## src/rtl/seg7_scan_driver.sv

```systemverilog
// rtl/seg7_scan_driver.sv - multiplexed hex display driver with frame-aligned word updates
// Digit scan is paced by scan_clk edges; new words only take effect at the frame wrap.
module seg7_scan_driver #(
  parameter int DIGITS         = 8,
  parameter bit AN_ACTIVE_LOW  = 1'b1,
  parameter bit SEG_ACTIVE_LOW = 1'b1
) (
  input  logic                clk,
  input  logic                rst_n,
  input  logic                scan_clk,
  input  logic [4*DIGITS-1:0] data_in,
  input  logic [DIGITS-1:0]   dp_in,
  input  logic                blank_lz,
  input  logic                data_valid,
  output logic                data_ready,
  output logic [DIGITS-1:0]   an,
  output logic [6:0]          seg,
  output logic                dp
);

  localparam int                IDX_W    = $clog2(DIGITS);
  localparam logic [IDX_W-1:0]  LAST_IDX = IDX_W'(DIGITS - 1);
  localparam logic [DIGITS-1:0] AN_OFF   = AN_ACTIVE_LOW ? '1 : '0;
  localparam logic [6:0]        SEG_OFF  = SEG_ACTIVE_LOW ? 7'h7F : 7'h00;
  localparam logic              DP_OFF   = SEG_ACTIVE_LOW;

  typedef enum logic {
    ST_IDLE,
    ST_PEND
  } state_t;

  state_t                state_q, state_d;
  logic                  sync1_q, sync1_d;
  logic                  sync2_q, sync2_d;
  logic                  prev_q, prev_d;
  logic                  tick_q, tick_d;
  logic [IDX_W-1:0]      idx_q, idx_d;
  logic [4*DIGITS-1:0]   pend_data_q, pend_data_d;
  logic [DIGITS-1:0]     pend_dp_q, pend_dp_d;
  logic                  pend_blank_q, pend_blank_d;
  logic [4*DIGITS-1:0]   disp_data_q, disp_data_d;
  logic [DIGITS-1:0]     disp_dp_q, disp_dp_d;
  logic                  disp_blank_q, disp_blank_d;
  logic                  data_ready_q, data_ready_d;
  logic [DIGITS-1:0]     an_q, an_d;
  logic [6:0]            seg_q, seg_d;
  logic                  dp_q, dp_d;

  logic                  boundary;
  logic [DIGITS-1:0]     blank_vec;
  logic [DIGITS-1:0]     onehot;
  logic [3:0]            nib;
  logic [6:0]            seg_lit;
  logic                  dp_lit;

  function automatic logic [6:0] seg_decode(input logic [3:0] n);
    logic [6:0] s;
    case (n)
      4'h0:    s = 7'h3F;
      4'h1:    s = 7'h06;
      4'h2:    s = 7'h5B;
      4'h3:    s = 7'h4F;
      4'h4:    s = 7'h66;
      4'h5:    s = 7'h6D;
      4'h6:    s = 7'h7D;
      4'h7:    s = 7'h07;
      4'h8:    s = 7'h7F;
      4'h9:    s = 7'h6F;
      4'hA:    s = 7'h77;
      4'hB:    s = 7'h7C;
      4'hC:    s = 7'h39;
      4'hD:    s = 7'h5E;
      4'hE:    s = 7'h79;
      default: s = 7'h71;
    endcase
    return s;
  endfunction

  // Tick is registered so outputs move exactly four clk after the scan_clk rise.
  always_comb begin
    sync1_d  = scan_clk;
    sync2_d  = sync1_q;
    prev_d   = sync2_q;
    tick_d   = sync2_q & ~prev_q;
    boundary = tick_q & (idx_q == LAST_IDX);

    idx_d = idx_q;
    if (tick_q) begin
      idx_d = boundary ? '0 : idx_q + IDX_W'(1);
    end

    state_d      = state_q;
    pend_data_d  = pend_data_q;
    pend_dp_d    = pend_dp_q;
    pend_blank_d = pend_blank_q;
    disp_data_d  = disp_data_q;
    disp_dp_d    = disp_dp_q;
    disp_blank_d = disp_blank_q;

    // A capture coinciding with the wrap tick stays pending until the next wrap.
    case (state_q)
      ST_IDLE: begin
        if (data_valid) begin
          pend_data_d  = data_in;
          pend_dp_d    = dp_in;
          pend_blank_d = blank_lz;
          state_d      = ST_PEND;
        end
      end
      ST_PEND: begin
        if (boundary) begin
          disp_data_d  = pend_data_q;
          disp_dp_d    = pend_dp_q;
          disp_blank_d = pend_blank_q;
          state_d      = ST_IDLE;
        end
      end
      default: state_d = ST_IDLE;
    endcase

    data_ready_d = (state_d == ST_IDLE);
  end

  // Walk from the most significant digit; blank while every nibble so far is zero.
  always_comb begin
    logic lead_zero;
    lead_zero = 1'b1;
    blank_vec = '0;
    for (int i = DIGITS - 1; i >= 0; i--) begin
      if (disp_data_d[4*i +: 4] != 4'h0) begin
        lead_zero = 1'b0;
      end
      blank_vec[i] = disp_blank_d & lead_zero & (i != 0);
    end
  end

  always_comb begin
    onehot  = DIGITS'(1) << idx_d;
    nib     = disp_data_d[{idx_d, 2'b00} +: 4];
    seg_lit = blank_vec[idx_d] ? 7'h00 : seg_decode(nib);
    dp_lit  = disp_dp_d[idx_d];

    an_d  = an_q;
    seg_d = seg_q;
    dp_d  = dp_q;
    if (tick_q) begin
      an_d  = AN_ACTIVE_LOW ? ~onehot : onehot;
      seg_d = SEG_ACTIVE_LOW ? ~seg_lit : seg_lit;
      dp_d  = SEG_ACTIVE_LOW ? ~dp_lit : dp_lit;
    end
  end

  always_ff @(posedge clk or negedge rst_n) begin
    if (!rst_n) begin
      state_q      <= ST_IDLE;
      sync1_q      <= 1'b0;
      sync2_q      <= 1'b0;
      prev_q       <= 1'b0;
      tick_q       <= 1'b0;
      idx_q        <= '0;
      pend_data_q  <= '0;
      pend_dp_q    <= '0;
      pend_blank_q <= 1'b0;
      disp_data_q  <= '0;
      disp_dp_q    <= '0;
      disp_blank_q <= 1'b0;
      data_ready_q <= 1'b1;
      an_q         <= AN_OFF;
      seg_q        <= SEG_OFF;
      dp_q         <= DP_OFF;
    end else begin
      state_q      <= state_d;
      sync1_q      <= sync1_d;
      sync2_q      <= sync2_d;
      prev_q       <= prev_d;
      tick_q       <= tick_d;
      idx_q        <= idx_d;
      pend_data_q  <= pend_data_d;
      pend_dp_q    <= pend_dp_d;
      pend_blank_q <= pend_blank_d;
      disp_data_q  <= disp_data_d;
      disp_dp_q    <= disp_dp_d;
      disp_blank_q <= disp_blank_d;
      data_ready_q <= data_ready_d;
      an_q         <= an_d;
      seg_q        <= seg_d;
      dp_q         <= dp_d;
    end
  end

  assign data_ready = data_ready_q;
  assign an         = an_q;
  assign seg        = seg_q;
  assign dp         = dp_q;

endmodule

```

## config.mk

```make
export PLATFORM = sky130hd
export DESIGN_NAME = seg7_scan_driver
export DESIGN_NICKNAME = d
export VERILOG_FILES = /design/src/rtl/seg7_scan_driver.sv
export SDC_FILE = /design/constraint.sdc
export NUM_CORES = 1
export LEC_CHECK = 0
export CAP_MARGIN = 15
export CORE_ASPECT_RATIO = 1.75
export CORE_UTILIZATION = 50
export DETAILED_ROUTE_END_ITERATION = 7
export GPL_TIMING_DRIVEN = 0
export PLACE_DENSITY = 0.85
export SLEW_MARGIN = 20
export SYNTH_ARGS = -nofsm -noshare
export SYNTH_HDL_FRONTEND = slang
export SYNTH_SLANG_ARGS = --single-unit
```

## constraint.sdc

```tcl
create_clock -name clk -period 3.45 [get_ports clk]
set_input_delay 0.69 -clock clk [delete_from_list [all_inputs] [get_ports clk]]
set_output_delay 0.69 -clock clk [all_outputs]
set_load 0.01 [all_outputs]
```

==> results.cfg, run 1 <==
[critical_path]
end_kind = flop
cpMostUsedCell = ha_1
critPathArrivalTime_ns = 3.64
startpoint_type = flop
critical_path_buf_inv_count = 3
crit_family = multiplexers
slowest_stage = dfrtp_1
cpPeakStageDelay_ns = 0.39
cp.required_ns = 3.74
crit_chain = ha_1 -> ha_1 -> buf_4 -> nand3_4 -> buf_12 -> mux2_2 -> mux2_2 -> mux2i_4 -> mux2i_4 -> inv_1 -> ha_1 -> nor3_1 -> o21a_1 -> o32a_1
crit_type = reg -> reg
path_max_fanout = 10

[timing]
setup_violations = 0
skew_ns = 0.00679
relSlewSlack_pct = 46.8
max_freq_ghz = 0.298
worst-slew-pin-transition_ns = 0.792
hold_violations = 0
slew_violations = 0
finalCriticalPeriod_ns = 3.35
fin_crit_sh_pct = 97.2

[run]
drv_cap = 0

[cells_and_area]
drive_gt1_share_pct = 29.9
fin_cells = 600
layout_commonest_cell = dfrtp_1
n_fill_cell = 723
multi_input_comb_area_um2 = 2120
nets = 526
syn_to_final_growth_pct = 27.6
final_cell_mix = dfrtp_1 (89), mux2_2 (64), clkdlybuf4s50_1 (60)
seqCellArea_um2 = 2700
utilization_pct = 65.8
antenna_cells = 0

[yosys]
postSynthCellCount = 390
synth_nets = 443
yosysSeqAreaShare_pct = 54.9
synth_area_um2 = 4910
synth_cell_type_count = 59
avgSynthCellArea_um2 = 12.6
synth_edf_count = 0
ys_seq_elements = 107
synth.yosys.warnings = 0
synthFlopType = dfrtp_1
synthArstFlopShare_pct = 100

[power]
p_leak_nw = 2.93
power.density_nw_per_um2 = 932
peakVddDrop_uv = 401

[clock_network]
cts_tree = done
cts_buffer_depth = 2
h-tree-depth = 3
cts_root_buf = clkbuf_16
cts_buffers = 9
cts.clk_slew.worst_paths_ns = 0.06
insertion_delay_ns = 0.35
hold_buffers = 0
clock_sinks = 107

[placed_design]
placed_cells = 574
gp_congestion = 0.897
post-dp-hpwl_um = 8040
io_buffers = 61

[floorplanning]
die_x_um = 76.9
initial_core_util_pct = 51.6
die-area_um2 = 10200
coreArea_um2 = 9530
die_h_um = 133
ios = 62
core.rowCount = 47

[global_routing]
grt_pass1_wl_um = 18100
globalRouteOverflowTotal = 0
grt_pass1_vias = 3549
grt_max_degree = 88
grt_usage_pct = 23.5
antenna_found_initial = 0

[drt]
drt-total-wl_um = 11300
vias = 3431
drt_pass1_iterations = 4
first_iter_violations = 273
drtAntennaViolNets = 0
drc = 0
routedWlPerCell_um = 18.8
vias_per_cell = 5.72

[hold_path]
hp-class = in -> async

[status]
run_status = finished, final reports clean
cells in the mapped netlist, types with 2 or more instances:
| library cell | instances | share of area (%) |
|---|---|---|
| inv_1 | 31 | 2.4 |
| a22oi_1 | 2 | 0.31 |
| o22a_1 | 2 | 0.36 |
| buf_1 | 4 | 0.31 |
| a41oi_1 | 2 | 0.36 |
| nand3_1 | 7 | 0.71 |
| a31oi_1 | 11 | 1.4 |
| o21a_1 | 2 | 0.31 |
| ha_1 | 8 | 2.0 |
| mux2_2 | 64 | 15 |
| buf_2 | 3 | 0.31 |
| buf_4 | 4 | 0.61 |
| o21ai_0 | 9 | 0.92 |
| nand4_1 | 5 | 0.64 |
| mux2i_1 | 29 | 5.9 |
| nor2_1 | 23 | 1.8 |
| nor3_1 | 3 | 0.31 |
| a22o_1 | 2 | 0.36 |
| dfstp_2 | 17 | 9.1 |
| and2b_1 | 2 | 0.31 |
| nor2b_1 | 4 | 0.51 |
| dfrtp_1 | 90 | 46 |
| a21oi_1 | 5 | 0.51 |
| a211oi_1 | 2 | 0.31 |
| o22ai_1 | 6 | 0.76 |
| a21o_1 | 2 | 0.31 |
| nand2_1 | 2 | 0.15 |
| nor3b_1 | 3 | 0.46 |
| nand3b_1 | 3 | 0.46 |
| o31a_1 | 2 | 0.36 |
| a2111o_1 | 3 | 0.69 |
| o31ai_1 | 2 | 0.31 |
| o221ai_1 | 3 | 0.53 |
| clkbuf_1 | 6 | 0.46 |
| or3_1 | 2 | 0.25 |
| nand2b_1 | 2 | 0.25 |
logic make-up (layout without fill, tap and decap cells):
| group | count (synthesis) | count (layout) | synth area share, % |
|---|---|---|---|
| flip-flops | 107 | 107 | 54.9 |
| multiplexers | 96 | 96 | 21.4 |
| AO/OA/AOI/OAI | 67 | 67 | 10.3 |
| AND/OR/NAND/NOR | 62 | 62 | 6.98 |
| buffers and inverters | 50 | 138 | 4.35 |
| adder cells (fa/ha/maj) | 8 | 8 | 2.04 |
power by group:
| group | switching [mW] | internal, mW | leakage, nW |
|---|---|---|---|
| logic | 1.34 | 1.16 | 1.46 |
| clock network | 0.434 | 0.715 | 0.168 |
| registers | 0.307 | 1.89 | 1.31 |
| total | 2.08 | 3.76 | 2.93 |
routing by layer:
metal / track usage, % / routed length [um] / vias to the layer above
li1: - / - / 1581
met1: 25.9 / 4230 / 1726
met2: 42.7 / 6250 / 95
met3: 3.84 / 354 / 29
met4: 12.5 / 461 / 0
met5: 0 / 0 / -
timing repair:
action,4_1_cts,5_1_grt
gates resized for setup,13,13
endpoints found under the setup margin,7,7
endpoints found under the hold margin,0,0
buffers inserted,3,7
pin swaps,1,1
path summary, 6_finish.rpt:
kind	start	endpoint	slack, ns	cells past startpoint
hold / removal	rst_n	pend_dp_q[1]	0.18	1
setup reg to reg	idx_q[0]	seg[3]	0.1	14
hold reg to reg	sync1_q	prev_d	0.36	0
setup / recovery	idx_q[0]	seg[3]	0.1	14
max in group asynchronous	rst_n	data_ready	2.60	2
min in group clk	sync1_q	prev_d	0.36	0
stage by stage:
step                      setup TNS [ns]  total power [mW]  cell area (um2)  hold slack (ns)  setup WS [ns]
after floorplan                        0              3.64             4910            0.331          0.221
after global placement           -188.65              4.33             5680            0.338          -1.95
after detailed placement           -1.67              4.43             5710            0.346         -0.386
after CTS                              0              5.75             6150            0.179         0.0302
after global routing             -0.0316              6.20             6270            0.187        -0.0316
final                                  0              5.84             6270            0.176         0.0978
cell type report:
cell class              count  share of cell area, %
flip-flops and latches    107                   43.1
multi-input cells         233                   33.9
repair buffers             72                   11.4
clock buffers              13                   4.47
well taps                 122                   2.43
inverters                  32                   1.92
plain buffers              18                   1.76
clock inverters             3                   1.08
sequential cells by signal (all words and copies together) (netlist names):
register,cells
disp_data_q,32
idx_q,3
prev_d,1
disp_dp_q,8
pend_data_q,32
seg,7
an,8
tick_q,1
prev_q,1
pend_dp_q,8
state_q,1
sync1_q,1
disp_blank_q,1
dp,1
data_ready,1
pend_blank_q,1
Note: power is estimated with default switching activity, not from simulation.
==> run 2: changes to the inputs <==
Settings changed: CORE_UTILIZATION 50 to 55, PLACE_DENSITY 0.85 to 0.88.
Clock period 3.45 ns to 3.6 ns, I/O delays scaled along.
==> run 2 against run 1 <==
Effect of this change:
- utilization is 5.2 points higher
- non-clock buffer count decreased by 4
- sequential share of layout area increased by 0.81 points
- sequential power is 5% lower
- critical path type unchanged
- first-iteration DRC count decreased by 14%
- critical endpoint is now seg[1]
- combinational power down 5%
- flip-flop and latch count unchanged
- power is 5.9% lower
- largest cell class unchanged
==> results.cfg, run 2 (synthesized netlist as in run 1, its figures left out) <==
[timing]
slew_violations = 0
fin_crit_sh_pct = 95.3
skew_ns = 0.00549
post-route-worst-setup-slack_ns = 0.170
relSlewSlack_pct = 42.3
setup_violations = 0
max_freq_ghz = 0.292
worst-slew-pin-transition_ns = 0.862
hold_slack_ns = 0.324
finalCriticalPeriod_ns = 3.43
hold_violations = 0

[clock_network]
h-tree-depth = 3
cts_buffers = 9
clock_sinks = 107
cts_buffer_depth = 2
cts.clk_slew.worst_paths_ns = 0.07
cts_tree = done
insertion_delay_ns = 0.35
hold_buffers = 0
cts_root_buf = clkbuf_16

[global_routing]
grt_pass1_wl_um = 17400
antenna_found_initial = 0
grt_usage_pct = 25.4
grt_max_degree = 58
grt_pass1_vias = 3567
globalRouteOverflowTotal = 0

[floorplanning]
die-area_um2 = 9330
coreArea_um2 = 8670
ios = 62
die_x_um = 73.5
core.rowCount = 45
die_h_um = 127
initial_core_util_pct = 56.7

[run]
drv_cap = 0

[drt]
first_iter_violations = 236
routedWlPerCell_um = 18.4
vias_per_cell = 5.73
drt_pass1_iterations = 4
drt-total-wl_um = 10900
drtAntennaViolNets = 0
vias = 3387
drc = 0

[hold_path]
hp-class = in -> async

[cells_and_area]
syn_to_final_growth_pct = 25.2
nets = 522
layout_commonest_cell = dfrtp_1
drive_gt1_share_pct = 28.7
antenna_cells = 0
n_fill_cell = 622
top_regs = disp_data_q: 32 flops, pend_data_q: 32 flops
final_cell_mix = dfrtp_1 (89), mux2_2 (64), clkdlybuf4s50_1 (60)

[critical_path]
path_max_fanout = 10
crit_type = reg -> reg
end_kind = flop
critPathArrivalTime_ns = 3.70
r2r-start = idx_q[0]
cp.required_ns = 3.87
startpoint_type = flop
crit_path_start = idx_q[0]

[placed_design]
io_buffers = 61
gp_congestion = 0.858
post-dp-hpwl_um = 8000
dp_slack_ns = -0.208

[power]
p_total_mw = 5.50
peakVddDrop_uv = 572
p_leak_nw = 2.91
power.density_nw_per_um2 = 894

[status]
run_status = finished, final reports clean
[run 2: timing repair]
item                       in CTS  in global routing
gates resized for setup         3                 13
cloned                          0                  0
pin swaps                       0                  1
buffers inserted                0                  6
setup endpoints to repair       5                  7
[run 2: where the power goes]
group / switching [mW] / total [mW] / internal (mW)
clock network: 0.424 / 1.05 / 0.628
registers: 0.277 / 2.08 / 1.81
logic: 1.27 / 2.37 / 1.10
[run 2: path summary, 6_finish.rpt]
path                       slack, ns  cells after the start      endpoint
max reg2reg                     0.17                     15        seg[1]
max in group asynchronous       2.59                      2    data_ready
min                             0.32                      1  pend_blank_q
min in group clk                0.35                      0        prev_d
min reg2reg                     0.35                      0        prev_d
max                             0.17                     15        seg[1]
[run 2: worst max-delay path: stages (launching register included)]
cell and delay [ns]:
dfrtp_1 0.42, ha_1 0.22, ha_1 0.19, buf_4 0.18
nand3_4 0.17, buf_8 0.18, buf_6 0.18, mux2i_2 0.11
mux2i_1 0.19, mux2i_2 0.12, mux2i_4 0.29, inv_1 0.14
ha_1 0.31, nor3_2 0.06, a2111o_1 0.41, a31oi_1 0.17
[run 2: routing by layer]
| metal | wire length [um] | share of wire (%) | global-route usage (%) |
|---|---|---|---|
| met3 | 472 | 4.3 | 5.28 |
| met4 | 463 | 4.3 | 14.8 |
| met1 | 4010 | 37 | 28.1 |
| met5 | 0 | 0 | 0 |
| met2 | 5910 | 54 | 43.8 |
[run 2: metrics by stage]
step                      TNS, ns  utilization [%]  cell area [um2]  cells
after floorplan                 0                -             4910    390
after global placement    -181.09             65.4             5670    568
after detailed placement   -0.458             65.7             5700    569
after CTS                       0             69.7             6050    585
after global routing      -0.0418             71.0             6150    591
final                           0             71.0             6150    591
[run 2: final cells by class]
| class | instances | area (um2) | share of cell area [%] |
|---|---|---|---|
| inverters | 32 | 120 | 1.95 |
| well taps | 117 | 146 | 2.38 |
| flip-flops and latches | 107 | 2700 | 43.9 |
| clock inverters | 6 | 86.3 | 1.40 |
| repair buffers | 68 | 684 | 11.1 |
| plain buffers | 18 | 101 | 1.65 |
| multi-input cells | 233 | 2080 | 33.7 |
| clock buffers | 10 | 239 | 3.88 |
==> run 3: changes to the inputs <==
Settings changed: CORE_UTILIZATION 55 to 49, PLACE_DENSITY 0.88 to 0.81.
Clock period 3.6 ns to 4.35 ns, I/O delays scaled along.
==> run 3 against run 2 <==
Effect of this change:
- worst hold slack improved by 0.027 ns
- die area is 12% higher
- register-to-register slack better by 0.28 ns
- final cell count grew 0.34%
- critical path depth is the same
- fmax is 12% lower
- non-clock buffer count shrank 6
- sequential power is 17% lower
- sequential share of layout area increased by 1.1 points
- flip-flop and latch count unchanged
- critical path type unchanged
- critical endpoint is now seg[3]
- largest cell class unchanged
- highest routed layer unchanged
==> results.cfg, run 3 (synthesized netlist as in run 1, its figures left out) <==
[clock_network]
cts_buffers = 9
cts.clk_slew.worst_paths_ns = 0.07
clock_sinks = 107
cts_resized = 0
h-tree-depth = 3
insertion_delay_ns = 0.34
cts_buffer_depth = 2
cts_tree = done
cts_root_buf = clkbuf_16
post_cts_buffers = 0
hold_buffers = 0

[cells_and_area]
antenna_cells = 0
seqCellArea_um2 = 2700
top_regs = disp_data_q: 32 flops, pend_data_q: 32 flops
final_area_um2 = 6010
drive_gt1_share_pct = 25.0
multi_input_comb_area_um2 = 2000
layout_commonest_cell = dfrtp_1
nets = 516
n_fill_cell = 786
final_cell_mix = dfrtp_1 (90), mux2_2 (64), clkdlybuf4s50_1 (60)
syn_to_final_growth_pct = 22.2

[timing]
fin_crit_sh_pct = 89.5
slew_violations = 0
relSlewSlack_pct = 34.1
hold_violations = 0
finalCriticalPeriod_ns = 3.90
skew_ns = 0.00550
rsz0062_at_grt = no
fin_setup_tns_ns = 0
post-route-worst-setup-slack_ns = 0.455
worst-slew-pin-transition_ns = 0.985
setup_violations = 0
max_freq_ghz = 0.257

[global_routing]
grt_pass1_wl_um = 18000
antenna_found_initial = 0
grt_usage_pct = 22.5
globalRouteOverflowTotal = 0
grt_max_degree = 88
grt_pass1_vias = 3681

[drt]
drtAntennaViolNets = 0
drc = 0
drt-total-wl_um = 10700
first_iter_violations = 243
drt_pass1_iterations = 4
vias = 3365
vias_per_cell = 5.67
routedWlPerCell_um = 18.0

[critical_path]
reg2reg_depth = 15
path_max_fanout = 10
critPathArrivalTime_ns = 4.16
crit_type = reg -> reg
cp.required_ns = 4.62
rrSetupSlack_ns = 0.45
r2r-end = seg[3]
startpoint_type = flop
end_kind = flop
r2r-start = idx_q[1]

[power]
p_clk_share_pct = 18.4
peakVddDrop_uv = 366
swShare_pct = 35.8
power_frac_comb_pct = 41.6
power.density_nw_per_um2 = 721
p_sw_mw = 1.55
p_int_mw = 2.78
p_seq_share_pct = 40.0
p_leak_nw = 2.86

[floorplanning]
core.rowCount = 48
ios = 62
initial_core_util_pct = 50.2
die_x_um = 77.7
die-area_um2 = 10500
coreArea_um2 = 9790
die_h_um = 134

[hold_path]
hp-class = reg -> reg
holdPathEnd = prev_d
min_path_cells = 0
hold_start = sync1_q

[placed_design]
io_buffers = 61
postPlaceCellArea_um2 = 5710
post-dp-hpwl_um = 8030
dp_slack_ns = 0.538
gp_congestion = 0.887

[run]
drv_cap = 0

[status]
run_status = finished, final reports clean
-- run 3: layout make-up --
cell class | instances | area share (%)
Clock inverter | 5 | 0.875
Timing Repair Buffer | 62 | 10.6
Buffer | 18 | 1.56
Sequential cell | 107 | 44.9
Clock buffer | 11 | 4.04
Tap cell | 125 | 2.60
Inverter | 32 | 2.00
Multi-Input combinational cell | 233 | 33.3
-- run 3: power groups by stage --
stage | logic [mW] | clock network (mW) | registers [mW]
3_3_place_gp | 1.70 | 0 | 1.72
2_1_floorplan | 1.20 | 0 | 1.69
6_report | 1.80 | 0.795 | 1.73
5_1_grt | 1.97 | 0.855 | 1.78
3_5_place_dp | 1.76 | 0 | 1.75
4_1_cts | 1.79 | 0.810 | 1.73
-- run 3: per-layer routing --
layer / routed length (um) / GRT usage [%]
met1: 4150 / 25.4
met2: 5840 / 40.2
met3: 326 / 3.51
met4: 374 / 11.9
met5: 0 / 0
-- run 3: metrics by stage --
stage | instances | hold WS (ns) | utilization [%] | power, mW
after floorplan | 390 | 0.331 | - | 2.89
after global placement | 576 | 0.338 | 58.0 | 3.43
after detailed placement | 577 | 0.338 | 58.3 | 3.51
after CTS | 593 | 0.353 | 61.3 | 4.33
after global routing | 593 | 0.371 | 61.3 | 4.61
final | 593 | 0.351 | 61.3 | 4.33
-- run 3: worst max-delay path by stage --
stage          cells past startpoint            to      from
3_3_place_gp                       1  pend_blank_q     rst_n
6_report                          15        seg[3]  idx_q[1]
5_1_grt                           15        seg[3]  idx_q[1]
4_1_cts                           15        seg[3]  idx_q[1]
3_5_place_dp                      15        seg[1]  idx_q[1]
2_1_floorplan                     13        seg[3]  idx_q[1]
-- run 3: critical path: stages, from the launching register on --
cell	delay (ns)
dfrtp_1	0.47
ha_1	0.24
ha_1	0.19
buf_4	0.18
nand3_4	0.17
buf_6	0.20
buf_4	0.23
mux2i_1	0.36
o221ai_1	0.19
o32ai_1	0.53
inv_2	0.14
ha_1	0.25
inv_1	0.08
a21oi_1	0.06
o21a_1	0.20
o32a_1	0.33
